$ cat src/rtl/sr_latch_driver.sv
`default_nettype none
// ============================================================================
// Module   : sr_latch_driver
// Purpose  : Writes one bit into an enabled SR latch cell and confirms the
//            write by reading the latch output back. The S/R/EN sequence is
//            setup -> enable pulse -> hold, so the cell never sees S=R=1 and
//            never sees an S/R edge while EN is high.
// Ports    : in_CLK   - clock, all state on the rising edge
//            in_RST   - asynchronous active-high reset
//            in_REQ   - write request, only honoured while idle
//            in_DATA  - bit to write, captured together with in_REQ
//            in_Q     - latch readback, compared directly (no synchronizer)
//            out_S    - latch set input
//            out_R    - latch reset input
//            out_EN   - latch enable
//            out_BUSY - high whenever a write is in progress
//            out_DONE - one-cycle completion pulse
//            out_ERR  - 1 when the last write timed out on readback mismatch
// Revision : 1.0 - initial release
// ============================================================================
module sr_latch_driver #(
    parameter int SETUP_CYC   = 1,
    parameter int PULSE_CYC   = 2,
    parameter int HOLD_CYC    = 1,
    parameter int TIMEOUT_CYC = 8
) (
    input  logic in_CLK,
    input  logic in_RST,
    input  logic in_REQ,
    input  logic in_DATA,
    input  logic in_Q,
    output logic out_S,
    output logic out_R,
    output logic out_EN,
    output logic out_BUSY,
    output logic out_DONE,
    output logic out_ERR
);

    localparam int MAX_SP  = (SETUP_CYC > PULSE_CYC) ? SETUP_CYC : PULSE_CYC;
    localparam int MAX_HT  = (HOLD_CYC > TIMEOUT_CYC) ? HOLD_CYC : TIMEOUT_CYC;
    localparam int MAX_CYC = (MAX_SP > MAX_HT) ? MAX_SP : MAX_HT;
    localparam int CNT_W   = $clog2(MAX_CYC + 1);

    // Counter reload values: a phase lasting N cycles counts N-1 down to 0.
    localparam logic [CNT_W-1:0] SETUP_LD   = CNT_W'(SETUP_CYC - 1);
    localparam logic [CNT_W-1:0] PULSE_LD   = CNT_W'(PULSE_CYC - 1);
    localparam logic [CNT_W-1:0] HOLD_LD    = CNT_W'(HOLD_CYC - 1);
    localparam logic [CNT_W-1:0] TIMEOUT_LD = CNT_W'(TIMEOUT_CYC - 1);
    localparam logic [CNT_W-1:0] CNT_ONE    = CNT_W'(1);
    localparam logic [CNT_W-1:0] CNT_ZERO   = '0;

    typedef enum logic [2:0] {
        ST_IDLE   = 3'd0,
        ST_SETUP  = 3'd1,
        ST_PULSE  = 3'd2,
        ST_HOLD   = 3'd3,
        ST_VERIFY = 3'd4
    } state_t;

    state_t           state_q, state_d;
    logic [CNT_W-1:0] cnt_q, cnt_d;
    logic             tgt_q, tgt_d;
    logic             s_q, s_d;
    logic             r_q, r_d;
    logic             en_q, en_d;
    logic             busy_q, busy_d;
    logic             done_q, done_d;
    logic             err_q, err_d;
    logic             drive_d;

    always_comb begin
        state_d = state_q;
        cnt_d   = cnt_q;
        tgt_d   = tgt_q;
        err_d   = err_q;
        done_d  = 1'b0;

        case (state_q)
            ST_IDLE: begin
                if (in_REQ) begin
                    tgt_d   = in_DATA;
                    err_d   = 1'b0;
                    state_d = ST_SETUP;
                    cnt_d   = SETUP_LD;
                end
            end
            ST_SETUP: begin
                if (cnt_q == CNT_ZERO) begin
                    state_d = ST_PULSE;
                    cnt_d   = PULSE_LD;
                end else begin
                    cnt_d = cnt_q - CNT_ONE;
                end
            end
            ST_PULSE: begin
                if (cnt_q == CNT_ZERO) begin
                    state_d = ST_HOLD;
                    cnt_d   = HOLD_LD;
                end else begin
                    cnt_d = cnt_q - CNT_ONE;
                end
            end
            ST_HOLD: begin
                if (cnt_q == CNT_ZERO) begin
                    state_d = ST_VERIFY;
                    cnt_d   = TIMEOUT_LD;
                end else begin
                    cnt_d = cnt_q - CNT_ONE;
                end
            end
            ST_VERIFY: begin
                // A match ends the write at once; otherwise the counter
                // measures consecutive mismatches until the timeout.
                if (in_Q == tgt_q) begin
                    state_d = ST_IDLE;
                    cnt_d   = CNT_ZERO;
                    done_d  = 1'b1;
                    err_d   = 1'b0;
                end else if (cnt_q == CNT_ZERO) begin
                    state_d = ST_IDLE;
                    cnt_d   = CNT_ZERO;
                    done_d  = 1'b1;
                    err_d   = 1'b1;
                end else begin
                    cnt_d = cnt_q - CNT_ONE;
                end
            end
            default: begin
                state_d = ST_IDLE;
                cnt_d   = CNT_ZERO;
            end
        endcase

        // Outputs are registered, so they are decoded from the next state:
        // the latch pins then change exactly on the state-change edge.
        drive_d = (state_d == ST_SETUP) || (state_d == ST_PULSE) ||
                  (state_d == ST_HOLD);
        s_d     = drive_d & tgt_d;
        r_d     = drive_d & ~tgt_d;
        en_d    = (state_d == ST_PULSE);
        busy_d  = (state_d != ST_IDLE);
    end

    // Asynchronous reset withdraws EN immediately, even mid-pulse.
    always_ff @(posedge in_CLK or posedge in_RST) begin
        if (in_RST) begin
            state_q <= ST_IDLE;
            cnt_q   <= CNT_ZERO;
            tgt_q   <= 1'b0;
            s_q     <= 1'b0;
            r_q     <= 1'b0;
            en_q    <= 1'b0;
            busy_q  <= 1'b0;
            done_q  <= 1'b0;
            err_q   <= 1'b0;
        end else begin
            state_q <= state_d;
            cnt_q   <= cnt_d;
            tgt_q   <= tgt_d;
            s_q     <= s_d;
            r_q     <= r_d;
            en_q    <= en_d;
            busy_q  <= busy_d;
            done_q  <= done_d;
            err_q   <= err_d;
        end
    end

    assign out_S    = s_q;
    assign out_R    = r_q;
    assign out_EN   = en_q;
    assign out_BUSY = busy_q;
    assign out_DONE = done_q;
    assign out_ERR  = err_q;

endmodule
`default_nettype wire

$ cat config.mk
export PLATFORM = sky130hd
export DESIGN_NAME = sr_latch_driver
export DESIGN_NICKNAME = d
export VERILOG_FILES = /design/src/rtl/sr_latch_driver.sv
export SDC_FILE = /design/constraint.sdc
export NUM_CORES = 1
export LEC_CHECK = 0
export CORE_MARGIN = 5
export CORE_UTILIZATION = 46
export CTS_CLUSTER_SIZE = 16
export DETAILED_ROUTE_END_ITERATION = 10
export PLACE_DENSITY = 0.72
export SETUP_SLACK_MARGIN = 0.02
export SKIP_CTS_REPAIR_TIMING = 1
export SLEW_MARGIN = 20
export SYNTH_ARGS = -nofsm -noshare
export SYNTH_HDL_FRONTEND = slang
export SYNTH_SLANG_ARGS = --single-unit
$ cat constraint.sdc
create_clock -name in_CLK -period 1.65 [get_ports in_CLK]
set_input_delay 0.33 -clock in_CLK [delete_from_list [all_inputs] [get_ports in_CLK]]
set_output_delay 0.33 -clock in_CLK [all_outputs]
set_load 0.02 [all_outputs]
== After elaboration in Yosys (flattened, before gate mapping) ==
Cells that the tools add are included.
Storage, ports and cells
  bits in registers: 14
  input bits: 5
  output and inout port bits: 6
  logic and storage cells: 52
Cells by class
  add/sub/neg operators: 1
  eq/ne operators: 10
  mux-type cells: 22
  bitwise operators: 3
  reduce and logical (&&, ||, !) cells: 7
Operator list (number)
  $mux W4: 5
  $pmux W4 S5: 1
  $mux W3: 6
  $pmux W3 S5: 1
  $eq A3 B2 Y1 const B: 4
  $mux W1: 8
  $eq A3 B1 Y1 const B: 2
  $logic_not A4 Y1: 1
  $sub A4 B1 Y4 const B: 1
  $eq A3 B3 Y1 const B: 1
  $logic_not A3 Y1: 1
  $ne A3 B3 Y1 const B: 1
  $reduce_and A3 Y1: 1
  $reduce_bool A3 Y1: 1
  $and A1 B1 Y1: 2
  $logic_or A1 B1 Y1: 2
  $ne A2 B2 Y1 const B: 1
  $pmux W1 S2: 1
  $reduce_bool A2 Y1: 1
  $eq A1 B1 Y1: 1
  $not A1 Y1: 1

== Logic depth before layout (Yosys ltp) ==
Gate-level depths: netlist of run 1.
  word-level depth: 8
  gate-level depth with buffers: 7
  depth with buffers taken out: 6

== Worst setup path before layout of run 1 ==
Ideal clock, no wire load.
  path type: register to register
  from: register cnt_q[0]
  to: register cnt_q[1]
  library setup time: 121 ps
  data arrival time: 1431 ps
  data required time: 1529 ps
  setup slack: 98 ps
  stages on the path, launching flop included: 8
  path buffers: 1
  cell sequence: dfrtp_1 > inv_1 > ha_1 > or3b_1 > buf_6 > nand4_4 > o21ai_2 > a22o_1
On the way
  word-level cells in the longest chain between the ends: 4
  elaborated cells on any way between the ends: 7
Ends and longest elaborated chain
  start, declared: line 62  | logic [CNT_W-1:0] cnt_q, cnt_d;
  start signal, assigned: line 159  | cnt_q <= cnt_d;
  $sub A4 B1 Y4 or $logic_not A4 Y1 (tied branches)
  $mux W4: line 97, 120
  $mux W4: line 115  | if (in_Q == tgt_q) begin
  $pmux W4 S5 (*): line 79  | case (state_q)
Every way passes the cells marked *; elsewhere a longest branch is shown, timed or not.
A chain may end at the register's enable or synchronous reset.

== Worst setup path after layout of run 1 ==
  from: register cnt_q[1]
  to: register cnt_q[2]
Same word-level chain as after synthesis.

==> results of run 1 <==
[cell families (layout without fill, tap and decap cells)]
group                    count (synthesis)  after routing  synth area share (%)
adder cells (fa/ha/maj)                  2              2                  3.28
AND/OR/NAND/NOR                         34             34                  28.4
AO/OA/AOI/OAI                           18             18                  14.5
multiplexers                             1              1                  1.31
flip-flops                              14             14                  46.0
XOR/XNOR                                 1              1                  1.15
buffers and inverters                    8             23                  5.42
[synth_stat cells, drive strengths merged]
library cell   n
dfrtp         14
nand2         11
a21oi          6
o21ai          6
nor2           5
buf            4
inv            4
nor3           3
a22o           2
and2           2
ha             2
nand3b         2
nor3b          2
o22ai          2
a311oi         1
and2b          1
and3           1
mux2i          1
nand2b         1
nand4          1
nor2b          1
nor4           1
o21a           1
or2            1
or3            1
or3b           1
xor2           1
[cell type report]
| cell class | count | area, sq um | share of cell area, % |
|---|---|---|---|
| Clock buffer | 3 | 22.5 | 2.37 |
| Tap cell | 16 | 20.0 | 2.11 |
| Timing Repair Buffer | 16 | 148 | 15.5 |
| Multi-Input combinational cell | 56 | 395 | 41.6 |
| Sequential cell | 14 | 350 | 36.8 |
| Inverter | 4 | 15.0 | 1.58 |
[per-stage QoR]
stage | hold WS [ps] | total power, mW | cell area (sq um) | setup WS, ps | instances
global route | 466 | 1.91 | 951 | 12.7 | 109
global placement | 497 | 1.49 | 901 | 46.4 | 106
CTS | 404 | 1.72 | 923 | -40.9 | 109
floorplan | 219 | 1.22 | 762 | 97.7 | 78
detailed placement | 516 | 1.51 | 901 | -29.7 | 106
finish | 375 | 1.78 | 951 | 77.4 | 109
[worst max-delay path, cell delays in order (launching register included)]
cell,delay (ps)
dfrtp_1,420
inv_2,90
ha_4,140
or3b_4,420
nand4_4,120
o21ai_2,70
a22o_1,190
[flip-flops by register name, summed over array words and instances, names as in the netlist]
register  cells
cnt_q         4
state_q       3
out_BUSY      1
out_DONE      1
out_EN        1
out_ERR       1
out_R         1
out_S         1
tgt_q         1
[cells in the final DEF, fill, tap and decap left out, drive strengths merged]
master,n
dfrtp,14
nand2,11
clkdlybuf4s50,9
buf,6
a21oi,6
o21ai,6
nor2,5
inv,4
nor3,3
clkbuf,3
and2,2
o22ai,2
nand3b,2
a22o,2
nor3b,2
ha,2
xor2,1
nor4,1
and3,1
or3,1
or2,1
or3b,1
nand2b,1
nand4,1
mux2i,1
a311oi,1
nor2b,1
o21a,1
and2b,1
dlymetal6s2s,1
[final timing paths]
check,from,to,slack (ps),cells after the start
worst max register to register,cnt_q[1],cnt_q[2],80,6
max in group asynchronous,in_RST,cnt_q[3],920,2
worst min-delay path,in_RST,out_BUSY,370,2
worst max-delay path,cnt_q[1],cnt_q[2],80,6
min in group in_CLK,out_ERR,out_ERR,520,2
worst min register to register,out_ERR,out_ERR,520,2
[power by group]
part / internal (mW) / switching (mW)
Combinational: 0.472 / 0.452
Clock: 0.0846 / 0.109
Sequential: 0.484 / 0.175
[metal layers]
| layer | share of wire, % | routed length [um] | global-route usage (%) | up-vias |
|---|---|---|---|---|
| met3 | 5.3 | 84 | 3.85 | 2 |
| met2 | 48 | 753 | 21.3 | 16 |
| li1 | - | - | - | 300 |
| met4 | 1.1 | 17 | 6.38 | 0 |
| met5 | 0 | 0 | 0 | - |
| met1 | 46 | 730 | 15.8 | 280 |
==> reports/metrics.yaml, run 1 <==
clock_network:
  clkLatencyLatePin_ps: 280
  cts_buffers: 3
  cts_tree: "yes"
  ctsHtreeMaxLevel: 1
  clk_pin_slew_worst_paths_ps: 80
  clk_path_buf_depth: 2
  cts-root-buf: "clkbuf_4"
  clock-sinks: 14
worst_setup_path:
  crit_path_start_kind: "register"
  crit_path_end_kind: "register"
  crit_type: "reg2reg"
  required_ps: 1820
  crit_arrival_ps: 1740
  path_max_fanout: 5
timing:
  setup_viol: 0
  slew_violations: 0
  worstMarginPinSlew_ps: 523
  tns_ps: 0
  finalCritPeriodShare_pct: 95.3
  relSlewSlack_pct: 65.1
  clock.fmax_mhz: 636
  rsz0062_at_grt: "no"
  finalHoldViolations: 0
  fin_skew_ps: 4.38
  period_minus_slack_ps: 1570
drt:
  vias_per_cell: 5.49
  first_iter_violations: 18
  firstDrtPassIters: 4
  wl_per_cell_um: 14.5
  ant_nets: 0
  drt_wl_total_mm: 1.59
  drc_errors: 0
  vias: 598
run_status:
  outcome: "finished clean"
global_route:
  grt_usage_pct: 13.2
  grt_pass1_wl_mm: 2.54
  grt_pass1_vias: 564
  antenna_found_initial: 0
  grt_max_degree: 15
  grt_overflow: 0
yosys:
  netlist_area_sq_um: 762
  postSynthAreaPerCell_sq_um: 9.77
  yosysSeqAreaShare_pct: 46.0
  yosys_warnings: 0
  synth_top_area_share_pct: 46.0
  yosys-top-cells-area: "dfrtp_1, nand2_1, a21oi_1"
  ys_seq_elements: 14
  syn_inst: 78
  synth_cell_types: 31
  synth_top_area_cell: "dfrtp_1"
  syn-num-nets: 85
layout:
  syn_to_final_growth_pct: 24.8
  diodes: 0
  finish.utilization_pct: 61.7
  final.fill_count: 141
  drive_gt1_share_pct: 21.5
  fin_nets: 102
die:
  placementRows: 14
  chipWidth_um: 50.7
  chipHeight_um: 50.7
  pin_count: 11
  die_area_sq_um: 2570
  start_util_pct: 49.4
  core_area_sq_um: 1540
pwr:
  leakage_nw: 0.435
  irDropWorstVdd_uv: 1110
  pwr_density_cell_nw_per_um2: 1870
job:
  maxCapViolCount: 0
place:
  finalWeightedCongestion: 0.889
  io_buffers: 10
  dp_hpwl_mm: 1.12
min_path:
  hold_path_class: "in2async"
Note: power is estimated with default switching activity, not from simulation.
==> inputs of run 2 (changes only) <==
--- a/config.mk
+++ b/config.mk
@@ -7,6 +7,7 @@
 export LEC_CHECK = 0
 export CORE_MARGIN = 5
 export CORE_UTILIZATION = 46
+export CTS_CLUSTER_DIAMETER = 100
 export CTS_CLUSTER_SIZE = 16
 export DETAILED_ROUTE_END_ITERATION = 10
 export PLACE_DENSITY = 0.72
==> results of run 2 <==
No change in the layout: final DEF, timing and power equal those of run 1.
==> inputs of run 3 (changes only) <==
--- a/config.mk
+++ b/config.mk
@@ -5,6 +5,7 @@
 export SDC_FILE = /design/constraint.sdc
 export NUM_CORES = 1
 export LEC_CHECK = 0
+export ABC_CLOCK_PERIOD_IN_PS = 1650
 export CORE_MARGIN = 5
 export CORE_UTILIZATION = 46
 export CTS_CLUSTER_DIAMETER = 100
==> results of run 3 <==
No change in the layout: final DEF, timing and power equal those of run 1.
